==> src/rtl/load_store_unit.sv <==
// load_store_unit: multi-cycle byte/half/word load/store over a valid/ready bus.
// Define LSU_MISALIGN_TRAP_EN to trap misaligned accesses instead of forcing alignment.
module load_store_unit #(
  parameter int TIMEOUT_CYCLES = 16
) (
  input  logic        clk,
  input  logic        reset,
  input  logic        MemRead,
  input  logic        MemWrite,
  input  logic [2:0]  Funct3,
  input  logic [31:0] Addr,
  input  logic [31:0] WriteData,
  output logic [31:0] ReadData,
  output logic        Stall,
  output logic        MisalignErr,
  output logic        BusErr,
  output logic        BusValid,
  input  logic        BusReady,
  output logic        BusWe,
  output logic [31:0] BusAddr,
  output logic [31:0] BusWData,
  output logic [3:0]  BusWStrb,
  input  logic [31:0] BusRData
);
  typedef enum logic [1:0] {IDLE, ACCESS, DONE} state_t;
  state_t state;
  logic [2:0] f3;
  logic [1:0] lo;
  logic is_load;
  logic [7:0] cnt;
  logic req, half, word;
  logic [1:0] a_lo;
  logic [31:0] wdata_c, rdata_c;
  logic [3:0] strb_c;
  logic [7:0] rbyte;
  logic [15:0] rhalf;
  assign req = MemRead | MemWrite;
  assign half = Funct3[1:0] == 2'b01;
  assign word = Funct3[1];
  // Low address bits are always forced to the access size; with trapping enabled
  // misaligned requests never reach the bus, so the forcing is harmless there too.
  assign a_lo = word ? 2'b00 : half ? {Addr[1], 1'b0} : Addr[1:0];
  assign wdata_c = word ? WriteData : half ? {2{WriteData[15:0]}} : {4{WriteData[7:0]}};
  assign strb_c = !MemWrite ? 4'b0000 : word ? 4'b1111 : half ? (a_lo[1] ? 4'b1100 : 4'b0011) : 4'b0001 << a_lo;
  assign rbyte = BusRData[{lo, 3'b000} +: 8];
  assign rhalf = lo[1] ? BusRData[31:16] : BusRData[15:0];
  assign rdata_c = f3[1] ? BusRData : f3[0] ? {{16{~f3[2] & rhalf[15]}}, rhalf} : {{24{~f3[2] & rbyte[7]}}, rbyte};
  assign Stall = (state == ACCESS) | ((state == IDLE) & req);
  assign BusValid = state == ACCESS;
`ifdef LSU_MISALIGN_TRAP_EN
  logic mis, mis_err;
  assign mis = (half & Addr[0]) | (word & |Addr[1:0]);
  assign MisalignErr = mis_err;
`else
  assign MisalignErr = 1'b0;
`endif
  always_ff @(posedge clk or negedge reset)
    if (!reset) begin
      state <= IDLE;
      cnt <= '0;
      f3 <= '0;
      lo <= '0;
      is_load <= 1'b0;
      BusWe <= 1'b0;
      BusAddr <= '0;
      BusWData <= '0;
      BusWStrb <= '0;
      ReadData <= '0;
      BusErr <= 1'b0;
`ifdef LSU_MISALIGN_TRAP_EN
      mis_err <= 1'b0;
`endif
    end else begin
      BusErr <= 1'b0;
`ifdef LSU_MISALIGN_TRAP_EN
      mis_err <= 1'b0;
`endif
      case (state)
        IDLE: if (req) begin
          f3 <= Funct3;
          lo <= a_lo;
          is_load <= !MemWrite;
          BusWe <= MemWrite;
          BusAddr <= {Addr[31:2], 2'b00};
          BusWData <= wdata_c;
          BusWStrb <= strb_c;
          cnt <= '0;
`ifdef LSU_MISALIGN_TRAP_EN
          if (mis) begin
            state <= DONE;
            mis_err <= 1'b1;
            if (!MemWrite) ReadData <= '0;
          end else state <= ACCESS;
`else
          state <= ACCESS;
`endif
        end
        ACCESS: if (BusReady) begin
          state <= DONE;
          if (is_load) ReadData <= rdata_c;
        end else if (cnt == 8'(TIMEOUT_CYCLES - 1)) begin
          state <= DONE;
          BusErr <= 1'b1;
          if (is_load) ReadData <= '0;
        end else cnt <= cnt + 8'd1;
        default: state <= IDLE;
      endcase
    end
endmodule
==> config.mk <==
export PLATFORM = sky130hd
export DESIGN_NAME = load_store_unit
export DESIGN_NICKNAME = d
export VERILOG_FILES = /design/src/rtl/load_store_unit.sv
export SDC_FILE = /design/constraint.sdc
export NUM_CORES = 1
export LEC_CHECK = 0
export BUFFER_PORTS_ARGS = -buffer_cell sky130_fd_sc_hd__buf_4
export CORE_MARGIN = 1.5
export CORE_UTILIZATION = 40
export CTS_BUF_LIST = sky130_fd_sc_hd__clkbuf_4 sky130_fd_sc_hd__clkbuf_8
export CTS_CLUSTER_DIAMETER = 30
export DETAILED_ROUTE_END_ITERATION = 7
export PLACE_DENSITY = 0.74
export SLEW_MARGIN = 20
export SYNTH_ARGS = -nofsm -noshare
export SYNTH_HDL_FRONTEND = slang
export SYNTH_SLANG_ARGS = --single-unit
==> constraint.sdc <==
create_clock -name clk -period 3.6 [get_ports clk]
set_input_delay 0.54 -clock clk [delete_from_list [all_inputs] [get_ports clk]]
set_output_delay 0.54 -clock clk [all_outputs]
set_load 0.005 [all_outputs]
==> run summary, run 1 <==
Register area share after synthesis -> 0.550
Cells after Synth -> 540
Hold_buf cts -> 0
Post-CTS Setup Bufs -> 0
TNS Setup -> 0 ns
Max Buffers Root-to-Sink -> 2
Number of global-route vias before repair -> 4,706
RSZ-0062 raised after global routing -> false
Simple-Gate Fraction of Synth Area -> 0.187
Vias -> 4,667
Yosys warns -> 0
Slew headroom -> 0.358
Post-DP HPWL -> 10,400 µm
Layout cells sized above 1 -> 0.337
Max-slew violations -> 0
Clk slew on worst S/H paths -> 0.07 ns
Power Dens Cells -> 815 nW/µm²
Post-synthesis area per instance -> 9.77 µm²
CTS tree -> done
Slew @ Worst Pin -> 0.963 ns
Die Wd -> 118 µm
HP Class -> primary input to async pin
Synth Area in Adders -> 0.00237
EDFF count, synth -> 0
Fmax -> 474 MHz
Layout Utilization -> 0.576
Critical Path Sink Type -> flip-flop
Final Cell Area -> 7330 µm²
# fillers -> 1,146
Critical path launch point type -> flip-flop
Critical path arrival -> 2.49 ns
Crit Path Class -> flip-flop to flip-flop
Num rows -> 41
DR WL/cell -> 16.1 µm
Setup Skew -> 0.00817 ns
Antenna viol nets, final -> 0
Post-CTS sizing -> 0
Largest family of logic cells by synthesized area -> simple AND/OR/NAND/NOR gates
Mux share of post-synthesis cell area -> 0.0628
First-pass GRT wire length -> 24,100 µm
Crit Path Max Fanout -> 17
Total gr overflow -> 0
Buffers on Ports -> 205
Tot GR Track Use -> 0.218
Vias per cell -> 5.09
Final worst path period need -> 2.11 ns
Worst VDD drop -> 0.352 mV
Dpl cell area -> 6910 µm²
Main synth FF type -> dfrtp_1
Clock Latency Late Sink -> 0.44 ns
# setup viols final -> 0
Netlist cell types -> 47
Hold WS -> 0.180 ns
WL final -> 14,700 µm
Pre-CTS WS -> 1.43 ns
Final Hold Vio Count -> 0
Final setup margin -> 1.49 ns
Initial Util -> 0.415
Final period util -> 0.587
Dpl cells -> 885
# diodes -> 0
Die Height -> 118 µm
Root Buffer Master -> clkbuf_8
Yosys reg bits -> 116
I/O Pins -> 209
Synth Area in XOR/XNOR -> 0.00498
Initial drt markers -> 352
Mapped Area -> 5280 µm²
Largest net degree at the start of global routing -> 102
Gpl congestion -> 0.846
Synth Area in Compound Gates -> 0.155
Number of max-cap violations -> 0
Run status -> completed
CTS Buf Count -> 17
Antenna violations before repair -> 0
Full die area -> 13,900 µm²
Finished Layout Cells -> 917
Total chip power -> 5.98 mW
H-tree lvl count -> 4
# nets final -> 837
CORE AREA -> 12,700 µm²
DRC viols -> 0
Async SR Flop Fraction -> 1.00
First-pass detailed-route iteration total -> 4
Leakage -> 3.81 nW
CP required -> 3.98 ns
CTS sink count -> 116
Area delta synth->final -> 38.9%
cell usage after synthesis (2+ instances only):
master	count	area share
buf_4	3	0.0043
o211ai_1	3	0.0043
dfrtp_1	116	0.55
a221o_1	7	0.013
inv_1	5	0.0036
mux2i_1	32	0.061
a21oi_2	2	0.0033
a21oi_1	13	0.012
o21ai_0	35	0.033
xnor2_1	3	0.0050
nor2_1	15	0.011
o31ai_1	2	0.0028
nand2_1	166	0.12
buf_2	10	0.0095
nor3_1	12	0.011
and2_1	2	0.0024
a221oi_1	7	0.012
and3_1	9	0.011
nand3_1	5	0.0047
buf_1	5	0.0036
a21o_1	18	0.026
a22o_1	18	0.030
nor2b_1	3	0.0036
clkbuf_1	18	0.013
nand2b_1	3	0.0036
o2bb2ai_1	7	0.012
critical path, stage by stage (launching register included):
cell and delay, ns:
dfrtp_1 0.71, mux2i_1 0.22, o21bai_1 0.21, a21oi_2 0.65, a22o_1 0.25
routing by layer:
metal | routed length (µm) | GRT usage | part of all wire
met4 | 277 | 0.0762 | 0.019
met5 | 0 | 0 | 0
met3 | 1040 | 0.0669 | 0.071
met2 | 7090 | 0.352 | 0.48
met1 | 6320 | 0.279 | 0.43
cell type report:
type | instances | area (µm²) | share of cell area
Clock buffer | 22 | 297 | 0.0405
Sequential cell | 116 | 2900 | 0.396
Inverter | 5 | 18.8 | 0.00256
Timing Repair Buffer | 209 | 1570 | 0.214
Multi-Input combinational cell | 383 | 2200 | 0.300
Tap cell | 172 | 215 | 0.0294
Clock inverter | 10 | 128 | 0.0174
state kept, by name, indices dropped and copies added (netlist names):
signal and flops:
cnt 8, BusWStrb 4, BusWe 1, BusAddr 30
f3 3, is_load 1, BusErr 1, state 2
lo 2, ReadData 32, BusWData 32
placed cells by master, fill, tap and decap left out, types with 2 or more instances in the layout:
cell       count
clkbuf_8      21
nand3_1        5
a221oi_1       7
nor2_1        15
bufinv_16      3
clkinv_2       6
a22o_1        18
nand2_1      166
o211ai_1       3
and3_1         9
xnor2_1        3
and2_1         2
nand2b_1       3
a21oi_2        2
o31ai_1        2
o21ai_0       34
a221o_1        7
conb_1         3
nor2b_1        3
o2bb2ai_1      7
a21o_1        18
mux2i_1       32
inv_1          5
buf_4        209
nor3_1        12
a21oi_1       13
dfrtp_1      116
worst paths after layout:
kind	slack, ns	startpoint	endpoint	depth (start not counted)
max in group asynchronous	2.49	reset	BusAddr[27]	2
max	1.49	lo[1]	ReadData[29]	4
max reg2reg	1.49	lo[1]	ReadData[29]	4
min	0.18	reset	BusWData[10]	1
min reg2reg	0.48	BusAddr[26]	BusAddr[26]	2
min in group clk	0.29	Addr[10]	BusAddr[10]	3
cells by family (layout without fill, tap and decap cells):
logic type      after synthesis  after routing
simple gates                226            226
other cells                   1              3
compound gates              117            117
mux                          33             33
flops                       116            116
fa+ha+maj                     1              1
buf+inv                      43            246
xor+xnor                      3              3
where the power goes:
group	internal, mW	total, mW	switching [mW]
sequential	1.87	2.32	0.449
combinational	1.25	2.37	1.12
clock	0.758	1.28	0.526
Power figures use the tool's default switching activity.
==> inputs of run 2 (changes only) <==
--- a/config.mk
+++ b/config.mk
@@ -5,13 +5,14 @@
 export SDC_FILE = /design/constraint.sdc
 export NUM_CORES = 1
 export LEC_CHECK = 0
+export ABC_AREA = 1
 export BUFFER_PORTS_ARGS = -buffer_cell sky130_fd_sc_hd__buf_4
 export CORE_MARGIN = 1.5
 export CORE_UTILIZATION = 40
 export CTS_BUF_LIST = sky130_fd_sc_hd__clkbuf_4 sky130_fd_sc_hd__clkbuf_8
 export CTS_CLUSTER_DIAMETER = 30
 export DETAILED_ROUTE_END_ITERATION = 7
-export PLACE_DENSITY = 0.74
+export PLACE_DENSITY = 0.76
 export SLEW_MARGIN = 20
 export SYNTH_ARGS = -nofsm -noshare
 export SYNTH_HDL_FRONTEND = slang
==> constraint.sdc (replaced) <==
create_clock -name clk -period 1.75 [get_ports clk]
set_input_delay 0.2625 -clock clk [delete_from_list [all_inputs] [get_ports clk]]
set_output_delay 0.2625 -clock clk [all_outputs]
set_load 0.005 [all_outputs]
==> run 2 against run 1 <==
- the run now ends with setup timing left
- cell count increased by 23%
- hold slack got worse by 0.15 ns
- sequential power is 97% higher
- synthesized area increased by 5.6%
- register-to-register slack got worse by 1.4 ns
- global-route usage increased by 2.3 points
- critical endpoint is now Stall
==> run summary, run 2 <==
Run status -> finished with violations
Violated checks -> setup timing
Critical Path Sink Type -> primary output
Root Buffer Master -> clkbuf_8
CORE AREA -> 13,400 µm²
DR WL/cell -> 14.8 µm
Initial drt markers -> 385
Final Hold Vio Count -> 0
DRC viols -> 0
HP Class -> primary input to flip-flop
First-pass GRT wire length -> 27,000 µm
Antenna viol nets, final -> 0
Tot GR Track Use -> 0.242
Fmax -> 566 MHz
Area delta synth->final -> 44.3%
I/O Pins -> 209
Commonest cells after routing, fill and taps aside -> nand2_1 (273), buf_4 (216), dfrtp_1 (116), a21oi_1 (58), nor2_1 (53)
Total gr overflow -> 0
Area of the multi-input gates -> 2240 µm²
CTS sink count -> 116
Slowest-stage cell, CP -> dfrtp_1
CTS Buf Count -> 17
Total chip power -> 13.0 mW
Crit-path max cell delay -> 0.41 ns
Crit Path Max Fanout -> 3
Most used cell, CP -> nor2_4
Cells along the critical path -> or2_4, nor2_4, nor2_4, nand2_1, buf_4
Setup Skew -> 0.0123 ns
Num rows -> 42
RSZ-0062 raised after global routing -> true
Post-synth top cells -> nand2_1 (273), dfrtp_1 (116), a21oi_1 (59), nor2_1 (53), inv_1 (43)
Slew @ Worst Pin -> 0.615 ns
Commonest non-fill, non-tap cell in the layout -> nand2_1
Slew headroom -> 0.588
TNS Setup -> -0.0160 ns
Largest net degree at the start of global routing -> 51
Post-DP HPWL -> 11,400 µm
Critical path arrival -> 1.50 ns
Top-count cell post-synth -> nand2_1
Worst VDD drop -> 0.774 mV
Largest regs -> BusWData x32, ReadData x32, BusAddr x30
Cells after Synth -> 703
Main synth FF type -> dfrtp_1
Die Wd -> 121 µm
Die Height -> 121 µm
Vias per cell -> 4.86
Power Dens Cells -> 1610 nW/µm²
Clock Latency Late Sink -> 0.46 ns
Number of global-route vias before repair -> 5,373
First-pass detailed-route iteration total -> 5
Finished Layout Cells -> 1,131
Final worst path period need -> 1.77 ns
Final period util -> 1.01
Pre-CTS WS -> 0.182 ns
Reg area -> 2900 µm²
Crit Path Class -> flip-flop to primary output
Max-slew violations -> 0
Gpl congestion -> 0.853
Yosys top cell area share -> 0.521
H-tree lvl count -> 4
Yosys reg bits -> 116
# nets final -> 1,047
Leakage -> 4.32 nW
Async SR Flop Fraction -> 1.00
Final setup margin -> -0.0160 ns
Buffers on Ports -> 205
Vias -> 5,497
Critical path launch point type -> flip-flop
Register area share after synthesis -> 0.521
CP required -> 1.49 ns
WL final -> 16,700 µm
CTS tree -> done
Yosys warns -> 0
Layout cells sized above 1 -> 0.292
Netlist cell types -> 34
Max Buffers Root-to-Sink -> 2
Number of max-cap violations -> 0
Antenna violations before repair -> 0
Clk slew on worst S/H paths -> 0.08 ns
Largest cells by area after synthesis -> dfrtp_1 (52%), nand2_1 (18%), a21oi_1 (5.3%), nor2_1 (3.6%), o21ai_0 (3.1%)
Top cell type by total area after synthesis -> dfrtp_1
# fillers -> 1,152
# diodes -> 0
Initial Util -> 0.416
EDFF count, synth -> 0
Dpl cells -> 1,065
# setup viols final -> 1
Mapped Area -> 5580 µm²
Full die area -> 14,700 µm²
Post-synthesis area per instance -> 7.93 µm²
## run 2: routing by layer
layer	wire length, µm	track usage	share of wire
met2	8200	0.391	0.49
met4	420	0.104	0.025
met1	6510	0.286	0.39
met5	0	0	0
met3	1590	0.0940	0.095
## run 2: kinds of logic after synthesis
logic type               after synthesis  synth area share
adder cells (fa/ha/maj)                1           0.00224
AO/OA/AOI/OAI                        111             0.105
XOR/XNOR                               5           0.00785
flip-flops                           116             0.521
other                                  1          0.000673
AND/OR/NAND/NOR                      382             0.285
buffers and inverters                 87            0.0788
## run 2: metrics by stage
| stage | util | cell area, µm² | hold slack (ns) |
|---|---|---|---|
| finish | 0.600 | 8040 | 0.0289 |
| CTS | 0.599 | 8020 | 0.00412 |
| detailed placement | 0.545 | 7310 | 0.235 |
| floorplan | - | 5580 | -0.0331 |
| global placement | 0.545 | 7310 | 0.239 |
| global route | 0.600 | 8040 | 0.0423 |
## run 2: layout make-up
type                            count  area share
Timing Repair Buffer              256       0.260
Inverter                           49      0.0243
Multi-Input combinational cell    502       0.279
Sequential cell                   116       0.361
Clock inverter                     11      0.0129
Tap cell                          176      0.0274
Clock buffer                       21      0.0352
## run 2: final timing paths
check                      slack (ns)   startpoint      endpoint  cells past startpoint
max                             -0.02     state[1]         Stall                      5
min                              0.03    Funct3[2]         f3[2]                      3
max reg2reg                      0.12     state[1]  BusWData[10]                      7
min reg2reg                      0.47  ReadData[3]   ReadData[3]                      2
max in group asynchronous        0.84        reset  BusWData[25]                      3
min in group asynchronous        0.30        reset  ReadData[15]                      2
## run 2: what timing repair did
item                                    in CTS  in global routing
hold buffers                                32                  0
endpoints found under the setup margin       1                 16
setup buffers                                1                  1
resized for setup                            0                  4
cloned                                       0                  0
pin swaps                                    1                  0
hold endpoints to repair                    61                  0
## run 2: report_power, final
part	leakage (nW)	total (mW)	switching, mW	internal [mW]
combinational	2.68	6.00	3.21	2.80
sequential	1.45	4.56	0.711	3.85
clock	0.195	2.40	1.15	1.25
## run 2: worst max-delay path: cells and delay by family (launching register included)
kind / cells / cell delay, ns
DFF: 1 / 0.41
buffers and inverters: 1 / 0.11
and+or+nand+nor: 4 / 0.52
==> inputs of run 3 (changes only) <==
--- a/config.mk
+++ b/config.mk
@@ -5,7 +5,6 @@
 export SDC_FILE = /design/constraint.sdc
 export NUM_CORES = 1
 export LEC_CHECK = 0
-export ABC_AREA = 1
 export BUFFER_PORTS_ARGS = -buffer_cell sky130_fd_sc_hd__buf_4
 export CORE_MARGIN = 1.5
 export CORE_UTILIZATION = 40
==> run 3 against run 2 <==
- sequential cell count stayed put
- global-route usage shrank 1.7 points
- via count is 10% lower
- worst setup slack better by 0.10 ns
- the run now ends clean
- critical endpoint is now ReadData[17]
- non-clock buffer count fell by 3
==> run summary, run 3 (synthesized netlist as in run 1, its figures left out) <==
Run status -> completed
CTS sink count -> 116
Final Cell Area -> 7900 µm²
CP startpoint -> cnt[1]
Hold WS -> 0.0308 ns
Final Hold Vio Count -> 0
Num rows -> 41
Die Wd -> 118 µm
First-pass detailed-route iteration total -> 5
Proportion of power drawn by the clock network -> 0.230
Full die area -> 13,900 µm²
Fmax -> 602 MHz
Initial drt markers -> 323
Crit-path max cell delay -> 0.39 ns
Post-DP HPWL -> 10,800 µm
CTS Buf Count -> 17
Commonest non-fill, non-tap cell in the layout -> buf_4
DR WL/cell -> 16.2 µm
Buffers on Ports -> 205
Pre-CTS WS -> -0.0397 ns
Clock Latency Late Sink -> 0.43 ns
WL final -> 15,500 µm
HP Class -> primary input to flip-flop
DRC viols -> 0
Sequential power share -> 0.353
Final setup margin -> 0.0887 ns
Initial Util -> 0.415
Sw Pwr -> 4.50 mW
Crit Path Class -> flip-flop to flip-flop
R2R Path End -> ReadData[17]
Worst r2r src -> cnt[1]
Worst reg2reg setup slack -> 0.09 ns
H-tree lvl count -> 4
# nets final -> 882
Crit Path Max Fanout -> 8
Die Height -> 118 µm
Cells along the critical path -> ha_1, and3_4, a21oi_2, nand3b_4, buf_4, a22o_1
Hold_sp -> Addr[11]
Comb power frac -> 0.417
Hold Path Sink -> BusAddr[11]
Power Dens Cells -> 1670 nW/µm²
Max-slew violations -> 0
Commonest cells after routing, fill and taps aside -> buf_4 (225), nand2_1 (166), dfrtp_1 (115), o21ai_0 (34), mux2i_1 (32)
Worst Path Buf+Inv -> 1
Vias per cell -> 5.14
Hold depth -> 3
Tot GR Track Use -> 0.225
Sw Share -> 0.340
Pint -> 8.72 mW
Clk slew on worst S/H paths -> 0.07 ns
Critical path launch point type -> flip-flop
Largest regs -> BusWData x32, ReadData x32, BusAddr x30
Layout cells sized above 1 -> 0.353
Total gr overflow -> 0
Max Buffers Root-to-Sink -> 2
Number of global-route vias before repair -> 4,988
Antenna violations before repair -> 0
Slew @ Worst Pin -> 0.528 ns
# setup viols final -> 0
Dpl cell area -> 7080 µm²
Gpl congestion -> 0.808
Area delta synth->final -> 49.7%
Critical path arrival -> 1.98 ns
# diodes -> 0
Final worst path period need -> 1.66 ns
Final period util -> 0.949
Number of max-cap violations -> 0
CORE AREA -> 12,700 µm²
# fillers -> 1,067
Worst path top cell family by delay -> simple AND/OR/NAND/NOR gates
First-pass GRT wire length -> 24,800 µm
Vias -> 4,946
TNS Setup -> 0 ns
CTS tree -> done
Dpl cells -> 900
Total chip power -> 13.2 mW
Slowest-stage cell, CP -> dfrtp_1
Finished Layout Cells -> 962
CP required -> 2.07 ns
Layout Utilization -> 0.621
Setup Skew -> 0.00638 ns
Critical Path Sink Type -> flip-flop
Leakage -> 4.08 nW
I/O Pins -> 209
Worst VDD drop -> 0.977 mV
Reg2reg path depth -> 6
Slew headroom -> 0.647
Largest net degree at the start of global routing -> 71
Antenna viol nets, final -> 0
Root Buffer Master -> clkbuf_8
==> run 3: cell types whose count changed in the layout (fill, tap and decap cells not counted), moves of 10 or more <==
cell     change
a21o_1      +18
a21oi_1     -45
a22o_1      +18
inv_1       -38
mux2i_1     +32
nand2_1    -107
nand3_1     -24
nor2_1      -40
o21ai_1     -10
==> run 3: power by group through the flow <==
stage                     clock [mW]  sequential, mW  combinational (mW)
final                           3.04            4.66                5.52
after global routing            3.21            4.81                6.03
after CTS                       3.10            4.64                5.41
after detailed placement           0            4.66                5.33
after global placement             0            4.60                5.18
after floorplan                    0            4.60                2.52
==> run 3: worst register-to-register path, cell delays in order, from the launching register on <==
cell,delay [ns]
dfrtp_1,0.39
ha_1,0.21
and3_4,0.22
a21oi_2,0.08
nand3b_4,0.24
buf_4,0.19
a22o_1,0.22
==> run 3: metal layers <==
layer  share of wire  vias up  GRT usage
met5               0        -          0
met4           0.019        0     0.0976
met3           0.076       25     0.0625
met2            0.50      202      0.382
met1            0.40     2384      0.266
li1                -     2335          -
==> run 3: area by class of cell <==
class,instances,area [µm²],share of cell area
clock buffer,22,290,0.0367
clock inverter,10,200,0.0253
tap,172,215,0.0272
inverter,5,21.3,0.00269
multi-input combinational,384,2250,0.285
sequential,116,2900,0.368
timing repair buffer,253,2020,0.256
==> run 3: worst max-delay path by stage <==
stage	endpoint	depth (start not counted)
after detailed placement	ReadData[29]	4
after floorplan	ReadData[10]	5
final	ReadData[17]	6
after global placement	ReadData[26]	6
after CTS	ReadData[12]	4
after global routing	ReadData[10]	4
==> run 3: repair_timing <==
item	CTS	global route
gates cloned	0	1
endpoints found under the setup margin	18	23
endpoints found under the hold margin	45	0
pin swaps	0	2
buffers inserted	0	6
resized for setup	3	7
hold buffers	23	0
